### src/rtl/serial_pkg.sv
// ---------------------------------------------------------------------------
// serial_pkg
//   Definitions shared by the serial transmitter and the serial receiver:
//   FSM state encoding and the line levels of a frame.
//   Frame on the line: idle=0, start=1, data bits LSB first, [parity], stop=0.
//   Optional feature macro used by the receiver: PARITY_RX_EN.
// ---------------------------------------------------------------------------
package serial_pkg;

  typedef enum logic [1:0] {
    IDLE   = 2'd0,
    DATA   = 2'd1,
    PARITY = 2'd2,
    STOP   = 2'd3
  } ser_state_t;

  localparam logic SER_IDLE_LVL  = 1'b0;
  localparam logic SER_START_LVL = 1'b1;
  localparam logic SER_STOP_LVL  = 1'b0;

endpackage

### src/rtl/serial_deser_rx_if.sv
// ---------------------------------------------------------------------------
// serial_deser_rx_if
//   Parallel side of the serial receiver: one-entry valid/ready word output
//   plus error/status flags.
//   Signals:
//     dout        received word, stable while dout_valid=1
//     dout_valid  dout holds an unconsumed word
//     dout_ready  consumer accepts dout when dout_valid & dout_ready
//     frame_err   1-cycle pulse, stop bit sampled as 1
//     parity_err  1-cycle pulse, parity mismatch
//     overrun     sticky, a good word was dropped because the buffer was full
//   Modports: master = receiver side, slave = consumer side.
// ---------------------------------------------------------------------------
interface serial_deser_rx_if #(
  parameter int DATA_W = 8
);
  logic [DATA_W-1:0] dout;
  logic              dout_valid;
  logic              dout_ready;
  logic              frame_err;
  logic              parity_err;
  logic              overrun;

  modport master (
    output dout, dout_valid, frame_err, parity_err, overrun,
    input  dout_ready
  );

  modport slave (
    input  dout, dout_valid, frame_err, parity_err, overrun,
    output dout_ready
  );
endinterface

### src/rtl/serial_shift_in.sv
// ---------------------------------------------------------------------------
// serial_shift_in
//   DATA_W-bit right shift register: sin enters at the MSB, so after DATA_W
//   shifts the first (LSB-first) bit sits in data[0].
//   With PARITY_RX_EN defined it also keeps a running XOR of every bit taken
//   in (data bits while shifting, plus the parity bit via par_en).
//   Ports:
//     clk, rst   clock, asynchronous active-low reset
//     sin        serial input bit
//     clear      restart for a new frame (start bit seen)
//     shift_en   shift sin into the register
//     data       assembled word
//     par_en     (PARITY_RX_EN) fold sin into parity without shifting
//     parity     (PARITY_RX_EN) running XOR, 0 means even parity holds
// ---------------------------------------------------------------------------
module serial_shift_in #(
  parameter int DATA_W = 8
) (
  input  logic              clk,
  input  logic              rst,
  input  logic              sin,
  input  logic              clear,
  input  logic              shift_en,
  output logic [DATA_W-1:0] data
`ifdef PARITY_RX_EN
  ,
  input  logic              par_en,
  output logic              parity
`endif
);

  always_ff @(posedge clk or negedge rst) begin
    if (!rst) begin
      data <= '0;
    end else if (clear) begin
      data <= '0;
    end else if (shift_en) begin
      data <= {sin, data[DATA_W-1:1]};
    end
  end

`ifdef PARITY_RX_EN
  // Running parity restarts with each frame so a previous frame's bits
  // never leak into the next check.
  always_ff @(posedge clk or negedge rst) begin
    if (!rst) begin
      parity <= 1'b0;
    end else if (clear) begin
      parity <= 1'b0;
    end else if (shift_en || par_en) begin
      parity <= parity ^ sin;
    end
  end
`endif

endmodule

### src/rtl/serial_deser_rx.sv
// ---------------------------------------------------------------------------
// serial_deser_rx
//   Receiving end of the one-bit-per-clock serial line. Detects the start
//   bit, shifts in DATA_W data bits LSB first, checks the stop bit and
//   presents the word through a one-entry valid/ready buffer.
//   Optional feature macro: PARITY_RX_EN (one even-parity bit after data).
//   Ports:
//     clk   system clock, rising edge
//     rst   asynchronous reset, active-low
//     sin   serial line, sampled once per clk
//     rx    serial_deser_rx_if.master: dout, dout_valid, dout_ready,
//           frame_err, parity_err, overrun
// ---------------------------------------------------------------------------
module serial_deser_rx
  import serial_pkg::*;
#(
  parameter int DATA_W = 8
) (
  input  logic                clk,
  input  logic                rst,
  input  logic                sin,
  serial_deser_rx_if.master   rx
);

  localparam int CNT_W = $clog2(DATA_W);
  localparam logic [CNT_W-1:0] LAST_BIT = CNT_W'(DATA_W - 1);

  ser_state_t        state;
  ser_state_t        state_nxt;
  logic [CNT_W-1:0]  bit_cnt;
  logic              start;
  logic              shift_en;
  logic              stop_edge;
  logic              stop_bad;
  logic              par_bad;
  logic              good;
  logic [DATA_W-1:0] shift_data;

`ifdef PARITY_RX_EN
  logic              par_en;
  logic              parity_acc;
`endif

  serial_shift_in #(
    .DATA_W (DATA_W)
  ) u_shift (
    .clk      (clk),
    .rst      (rst),
    .sin      (sin),
    .clear    (start),
    .shift_en (shift_en),
    .data     (shift_data)
`ifdef PARITY_RX_EN
    ,
    .par_en   (par_en),
    .parity   (parity_acc)
`endif
  );

  always_ff @(posedge clk or negedge rst) begin
    if (!rst) begin
      state <= IDLE;
    end else begin
      state <= state_nxt;
    end
  end

  // STOP always returns to IDLE; a start bit arriving during STOP is not
  // looked for, so the earliest next start is the cycle after STOP.
  always_comb begin
    state_nxt = state;
    start     = 1'b0;
    shift_en  = 1'b0;
    stop_edge = 1'b0;
`ifdef PARITY_RX_EN
    par_en    = 1'b0;
`endif
    case (state)
      IDLE: begin
        if (sin == SER_START_LVL) begin
          start     = 1'b1;
          state_nxt = DATA;
        end
      end
      DATA: begin
        shift_en = 1'b1;
        if (bit_cnt == LAST_BIT) begin
`ifdef PARITY_RX_EN
          state_nxt = PARITY;
`else
          state_nxt = STOP;
`endif
        end
      end
`ifdef PARITY_RX_EN
      PARITY: begin
        par_en    = 1'b1;
        state_nxt = STOP;
      end
`endif
      STOP: begin
        stop_edge = 1'b1;
        state_nxt = IDLE;
      end
      default: begin
        state_nxt = IDLE;
      end
    endcase
  end

  // Counts data bits; sits at 0 outside DATA so each frame starts fresh.
  always_ff @(posedge clk or negedge rst) begin
    if (!rst) begin
      bit_cnt <= '0;
    end else if (state == DATA && bit_cnt != LAST_BIT) begin
      bit_cnt <= bit_cnt + CNT_W'(1);
    end else begin
      bit_cnt <= '0;
    end
  end

  assign stop_bad = stop_edge && (sin != SER_STOP_LVL);
`ifdef PARITY_RX_EN
  assign par_bad  = stop_edge && parity_acc;
`else
  assign par_bad  = 1'b0;
`endif
  assign good     = stop_edge && !stop_bad && !par_bad;

  // Output buffer: a good word loads if the slot is free or being consumed
  // on this same edge; otherwise it is dropped and overrun latches.
  always_ff @(posedge clk or negedge rst) begin
    if (!rst) begin
      rx.dout       <= '0;
      rx.dout_valid <= 1'b0;
      rx.frame_err  <= 1'b0;
      rx.parity_err <= 1'b0;
      rx.overrun    <= 1'b0;
    end else begin
      rx.frame_err  <= stop_bad;
      rx.parity_err <= par_bad;
      if (good && (!rx.dout_valid || rx.dout_ready)) begin
        rx.dout       <= shift_data;
        rx.dout_valid <= 1'b1;
      end else if (rx.dout_valid && rx.dout_ready) begin
        rx.dout_valid <= 1'b0;
      end
      if (good && rx.dout_valid && !rx.dout_ready) begin
        rx.overrun <= 1'b1;
      end
    end
  end

endmodule
### src/flat_wrapper.sv
// flat-port wrapper written by rule: the top's interface ports become plain ports
module serial_deser_rx_flat import serial_pkg::*;
#(
  parameter int DATA_W = 8
)
  (clk, rst, sin, rx_dout, rx_dout_valid, rx_frame_err, rx_parity_err, rx_overrun, rx_dout_ready);
  serial_deser_rx_if #(.DATA_W(DATA_W)) rx_i ();
  input  logic clk;
  input  logic rst;
  input  logic sin;
  output wire logic [$bits(rx_i.dout)-1:0] rx_dout;
  output wire logic [$bits(rx_i.dout_valid)-1:0] rx_dout_valid;
  output wire logic [$bits(rx_i.frame_err)-1:0] rx_frame_err;
  output wire logic [$bits(rx_i.parity_err)-1:0] rx_parity_err;
  output wire logic [$bits(rx_i.overrun)-1:0] rx_overrun;
  input wire logic [$bits(rx_i.dout_ready)-1:0] rx_dout_ready;
  assign rx_dout = rx_i.dout;
  assign rx_dout_valid = rx_i.dout_valid;
  assign rx_frame_err = rx_i.frame_err;
  assign rx_parity_err = rx_i.parity_err;
  assign rx_overrun = rx_i.overrun;
  assign rx_i.dout_ready = rx_dout_ready;
  serial_deser_rx #(.DATA_W(DATA_W)) u_core (.clk(clk), .rst(rst), .sin(sin), .rx(rx_i));
endmodule
### config.mk
export PLATFORM = sky130hd
export DESIGN_NAME = serial_deser_rx_flat
export DESIGN_NICKNAME = d
export VERILOG_FILES = /design/src/rtl/serial_pkg.sv /design/src/rtl/serial_deser_rx_if.sv /design/src/rtl/serial_shift_in.sv /design/src/rtl/serial_deser_rx.sv /design/src/flat_wrapper.sv
export SDC_FILE = /design/constraint.sdc
export NUM_CORES = 1
export LEC_CHECK = 0
export CORE_AREA = 2 2 47 49
export DETAILED_ROUTE_END_ITERATION = 12
export DIE_AREA = 0 0 49 51
export GPL_TIMING_DRIVEN = 1
export PLACE_DENSITY_LB_ADDON = 0.15
export SLEW_MARGIN = 15
export SYNTH_ARGS = -nofsm -noshare
export SYNTH_HDL_FRONTEND = slang
export SYNTH_SLANG_ARGS = --single-unit
### constraint.sdc
create_clock -name clk -period 1.7 [get_ports clk]
set_clock_uncertainty 0.15 [all_clocks]
set_input_delay 0.34 -clock clk [delete_from_list [all_inputs] [get_ports clk]]
set_output_delay 0.34 -clock clk [all_outputs]
set_load 0.01 [all_outputs]
==> metrics.yaml <==
io_pins: 16
cts_buffer_depth: 2
final.min_clock_period_ns: 1.50
drive_gt1_share_pct: 27.2
syn2layout_area_growth_pct: 26.4
rr_worst_depth: 4
avgViaCountPerCell: 4.87
clock.fmax_ghz: 0.665
end_kind: "register"
vdd_drop_max_mv: 0.850
synth-seq-cells: 24
worstReg2RegEnd: "u_core.rx.dout[4]"
htreeDepth: 1
start_util_pct: 46.1
root_buffer: "clkbuf_4"
drv_slew: 0
placed_area_mm2: 0.00116
p_leak_nw: 0.627
crit_type: "in -> reg"
cts_tree: "built"
clk_pin_slew_ns: 0.13
core_area_mm2: 0.00206
hold_buffers: 0
path_max_fanout: 8
r2r-start: "u_core.state[0]"
drv_cap: 0
die_w_um: 49
ys_warn_count: 0
run_status: "complete, no violations"
clock_latency_ns: 0.31
io_buffers: 14
diodes: 0
ys_seq_area_share_pct: 63.1
cts_buffers: 3
final_area_mm2: 0.00120
syn_nets: 66
grt_first_pass_wirelength_um: 2610
cp_data_required_time_ns: 1.76
synth_area_um2: 952
syn_inst: 60
fp-row-count: 17
first_pass_iters: 3
die_area_mm2: 0.00250
dieHeight_um: 51
grt_max_degree: 25
utilization_pct: 58.3
setup_viol: 0
synth_area_per_cell_um2: 15.9
track_usage_pct: 14.0
drtIter0Drc: 6
antenna_found_initial: 0
hold_class: "in -> async"
gp_congestion: 0.671
ff2ff_setup_slack_ns: 0.27
post-place-ws_ns: -0.141
drt-total-wl_um: 1380
hold_violations: 0
clkSinkCount: 24
drc: 0
dpl.hpwl_um: 918
power_density_mw_per_mm2: 1680
grt_setup_unrepaired: "no"
critical_path_arrival_ns: 1.56
finalWorstSetupSlack_ns: 0.195
post_drt_wl_per_cell_um: 12.6
hold_ws_ns: 0.214
period_share_pct: 88.5
critPathLaunchType: "input pin"
grt_pass1_vias: 574
post_cts_buffers: 0
synth_cell_types: 21
ant_nets: 0
via_count: 531
fin_nets: 88
grt_overflow: 0
-- power breakdown --
part	internal (mW)	switching, mW	total (mW)
Combinational	0.417	0.266	0.683
Sequential	0.795	0.143	0.937
Clock	0.238	0.163	0.401
-- timing repair --
item / in CTS / in global routing
setup endpoints to repair: 10 / 1
hold endpoints to repair: 0 / 0
resized for setup: 10 / 1
-- synthesized netlist by cell type, drive strengths merged --
cell	n	area, um2
nand2	1	3.75
and3	1	7.51
buf	3	23.8
dfrtp	24	601
nor3b	2	15.0
ha	2	25.0
conb	1	3.75
mux2	8	120
or2b	1	7.51
and2	1	6.26
inv	1	3.75
o21bai	2	18.8
a22o	8	70.1
nand3b	1	20.0
nand2b	1	6.26
nor2b	2	15.0
nor3	1	5.00
-- cell usage in the layout, fill, tap and decap left out, types with 2 or more instances in the layout --
cell | netlist | layout
dfrtp_1 | 24 | 24
dlygate4sd2_1 | 0 | 10
a22o_1 | 8 | 8
mux2_4 | 8 | 8
buf_4 | 1 | 5
clkbuf_4 | 0 | 3
clkdlybuf4s50_1 | 0 | 3
nor3b_1 | 2 | 2
ha_1 | 2 | 2
-- worst max-delay path by stage --
stage / start / endpoint / slack, ns / cells after the start
final: rx_dout_ready / u_core.rx.dout[4] / 0.20 / 5
after floorplan: u_core.rx.dout_valid / u_core.rx.dout[0] / 0.34 / 4
after CTS: u_core.rx.frame_err / rx_frame_err / 0.02 / 1
after global routing: rx_dout_ready / u_core.rx.dout[6] / 0.14 / 5
after global placement: rx_dout_ready / u_core.rx.dout[4] / -0.15 / 5
after detailed placement: rx_dout_ready / u_core.rx.dout[5] / -0.14 / 5
-- cell type report --
type	count	area, um2
Sequential cell	24	601
Clock buffer	3	22.5
Timing Repair Buffer	20	188
Multi-Input combinational cell	32	324
Inverter	1	3.75
Clock inverter	1	30.0
Fill cell	178	860
Tap cell	28	35.0
-- critical path, cell delays in order --
cell and delay, ns:
clkdlybuf4s50_1 0.45, nand2b_1 0.13, nor2b_2 0.19, buf_12 0.15
mux2_4 0.30
-- per-stage QoR --
stage	cells	power (mW)	TNS, ns
final	109	2.02	0
after global routing	109	2.18	0
after CTS	109	2.05	0
after detailed placement	105	1.70	-1.11
after global placement	105	1.68	-1.11
after floorplan	60	1.38	0
-- cells by family (layout without fill, tap and decap cells) --
group | Yosys count | in the layout | synth area share, %
other cells | 1 | 1 | 0.394
mux | 8 | 8 | 12.6
simple gates | 11 | 11 | 9.07
buf+inv | 4 | 25 | 2.89
flops | 24 | 24 | 63.1
compound gates | 10 | 10 | 9.33
fa+ha+maj | 2 | 2 | 2.63
-- metal layers --
layer / part of all wire (%) / global-route usage [%] / up-vias
li1: - / - / 250
met1: 50 / 19.6 / 271
met2: 46 / 20.8 / 8
met3: 2.5 / 2.05 / 2
met4: 1.3 / 8.57 / 0
met5: 0 / 0 / -
-- flip-flops by register name, indices dropped and copies added, names as in the netlist --
signal and count:
u_core.rx.overrun 1, u_core.bit_cnt 3, u_core.rx.frame_err 1, u_core.u_shift.data 8, u_core.rx.dout 8, u_core.state 2, u_core.rx.dout_valid 1
Power figures use the tool's default switching activity.
==> variant, RTL diff (same settings) <==
`DATA_W` is set to 8 in 4 places; all go to 4.
--- a/src/rtl/serial_deser_rx_if.sv
+++ b/src/rtl/serial_deser_rx_if.sv
@@ -13,5 +13,5 @@
 // ---------------------------------------------------------------------------
 interface serial_deser_rx_if #(
-  parameter int DATA_W = 8
+  parameter int DATA_W = 4
 );
   logic [DATA_W-1:0] dout;
--- a/src/rtl/serial_shift_in.sv
+++ b/src/rtl/serial_shift_in.sv
@@ -15,5 +15,5 @@
 // ---------------------------------------------------------------------------
 module serial_shift_in #(
-  parameter int DATA_W = 8
+  parameter int DATA_W = 4
 ) (
   input  logic              clk,
--- a/src/rtl/serial_deser_rx.sv
+++ b/src/rtl/serial_deser_rx.sv
@@ -15,5 +15,5 @@
   import serial_pkg::*;
 #(
-  parameter int DATA_W = 8
+  parameter int DATA_W = 4
 ) (
   input  logic                clk,
--- a/src/flat_wrapper.sv
+++ b/src/flat_wrapper.sv
@@ -2,5 +2,5 @@
 module serial_deser_rx_flat import serial_pkg::*;
 #(
-  parameter int DATA_W = 8
+  parameter int DATA_W = 4
 )
   (clk, rst, sin, rx_dout, rx_dout_valid, rx_frame_err, rx_parity_err, rx_overrun, rx_dout_ready);
Interface: changed (resized rx_dout); port bits go from 16 to 12. No check against the original RTL was run, so the function may have changed too.
==> variant against the original RTL <==
Global-route usage down 3.5 points. Worst setup slack worse by 150 ps. Cell area down 35%. Total power down 36%. Synthesized area down 38%. Routed wire length down 26%. Sequential cell count down 9. Final cell count down 25%. Largest power group unchanged.
==> variant: results (changes against the original RTL) <==
| Metric | Value |
|---|---|
| Met3 GRT Util | `4.09% (was 2.05%)` |
| FF+latch area | `375 sq um (was 601 sq um)` |
| Routed length on met1 | `475 um (was 689 um)` |
| Peak supply drop | `677 uV (was 850 uV)` |
| R2R Path Start | `u_core.state[1] (was u_core.state[0])` |
| Top flop regs | `u_core.rx.dout (4), u_core.u_shift.data (4) (was u_core.rx.dout (8), u_core.u_shift.data (8), u_core.bit_cnt (3))` |
| Arr. time, crit path | `1160 ps (was 1560 ps)` |
| Global-route usage over all layers | `10.6% (was 14.0%)` |
| Hpwl dp | `740 um (was 918 um)` |
| Critical Path Start | `u_core.rx.dout_valid (was rx_dout_ready)` |
| Met1 usage | `11.9% (was 19.6%)` |
| Synthesized instance count | `38 (was 60)` |
| Gpl congestion | `0.657 (was 0.671)` |
| Initial DRC Count | `2 (was 6)` |
| PortBufs | `10 (was 14)` |
| Post-Place Cells | `78 (was 105)` |
| Fillers | `207 (was 178)` |
| Nets | `60 (was 88)` |
| Clock group power | `199 uW (was 401 uW)` |
| Non-filler cells, final | `82 (was 109)` |
| Worst-Skew Late Latency | `280 ps (was 310 ps)` |
| Layout cells sized above 1 | `22.2% (was 27.2%)` |
| Number of global-route vias before repair | `395 (was 574)` |
| Global-route wire length before repair | `1.87 mm (was 2.61 mm)` |
| Main area contributors after synthesis | `dfrtp_1, mux2_4, a22o_1 (unchanged)` |
| Yosys cell types | `17 (was 21)` |
| Met3 WL | `51 um (was 35 um)` |
| Buffer share of cell area | `16.9% (was 15.6%)` |
| Post-Syn Nets | `43 (was 66)` |
| ClkCell Share | `3.38% (was 4.37%)` |
| Period utilization | `97.3% (was 88.5%)` |
| Crit path max fanout | `2 (was 8)` |
| Int Power | `892 uW (was 1.45 mW)` |
| Met2 Resource Use GR | `16.0% (was 20.8%)` |
| Worst-path clk slew | `80 ps (was 130 ps)` |
| Outcome | `complete, no violations (unchanged)` |
| FF-to-FF setup slack | `390 ps (was 270 ps)` |
| Met2 WL post-DR | `458 um (was 633 um)` |
| Clock buffer count from CTS | `3 (unchanged)` |
| Sequential share of the synthesized area | `63.3% (was 63.1%)` |
| Clock buf count | `4 (was 3)` |
| Vias | `331 (was 531)` |
| Post-CTS setup buffer count | `0 (unchanged)` |
| Comb pwr share | `36.8% (was 33.8%)` |
| Leakage | `0.426 nW (was 0.627 nW)` |
| Post-Route WL | `1.01 mm (was 1.38 mm)` |
| Non-Clock Buffer Count | `13 (was 20)` |
| Multi-input logic area | `206 sq um (was 324 sq um)` |
| Slowest stage delay, CP | `530 ps (was 450 ps)` |
| Sink Count | `15 (was 24)` |
| Multi-input combinational cell count | `21 (was 32)` |
| List of most frequent post-synthesis cells | `dfrtp_1, a22o_1, mux2_4 (unchanged)` |
[variant: worst paths after layout]
path	to	cells past startpoint
min in group clk	u_core.bit_cnt[0]	1
setup / recovery	rx_dout_valid	1
hold / removal	u_core.rx.dout[3]	2
setup reg to reg	u_core.rx.dout[3]	3
hold reg to reg	u_core.bit_cnt[0]	1
max in group asynchronous	u_core.rx.frame_err	2
[variant: what timing repair did]
item                                    CTS  global route
cloned                                    0             0
hold endpoints to repair                  0             0
endpoints found under the setup margin    1             4
gates resized for setup                   1             4
[variant: through the flow]
stage	hold slack [ps]	power, mW	TNS, ps	cell area, sq um
detailed placement	278	1.13	-230	743
floorplan	-106	0.906	0	593
CTS	208	1.33	0	768
global route	227	1.39	0	778
global placement	274	1.11	-121	743
finish	209	1.29	0	778
[variant: logic make-up after synthesis]
kind of cell | count (synthesis) | synth area share (%)
flops | 15 | 63.3
fa+ha+maj | 1 | 2.11
other cells | 1 | 0.632
mux | 4 | 10.1
compound gates | 6 | 8.44
simple gates | 9 | 13.5
buf+inv | 2 | 1.90
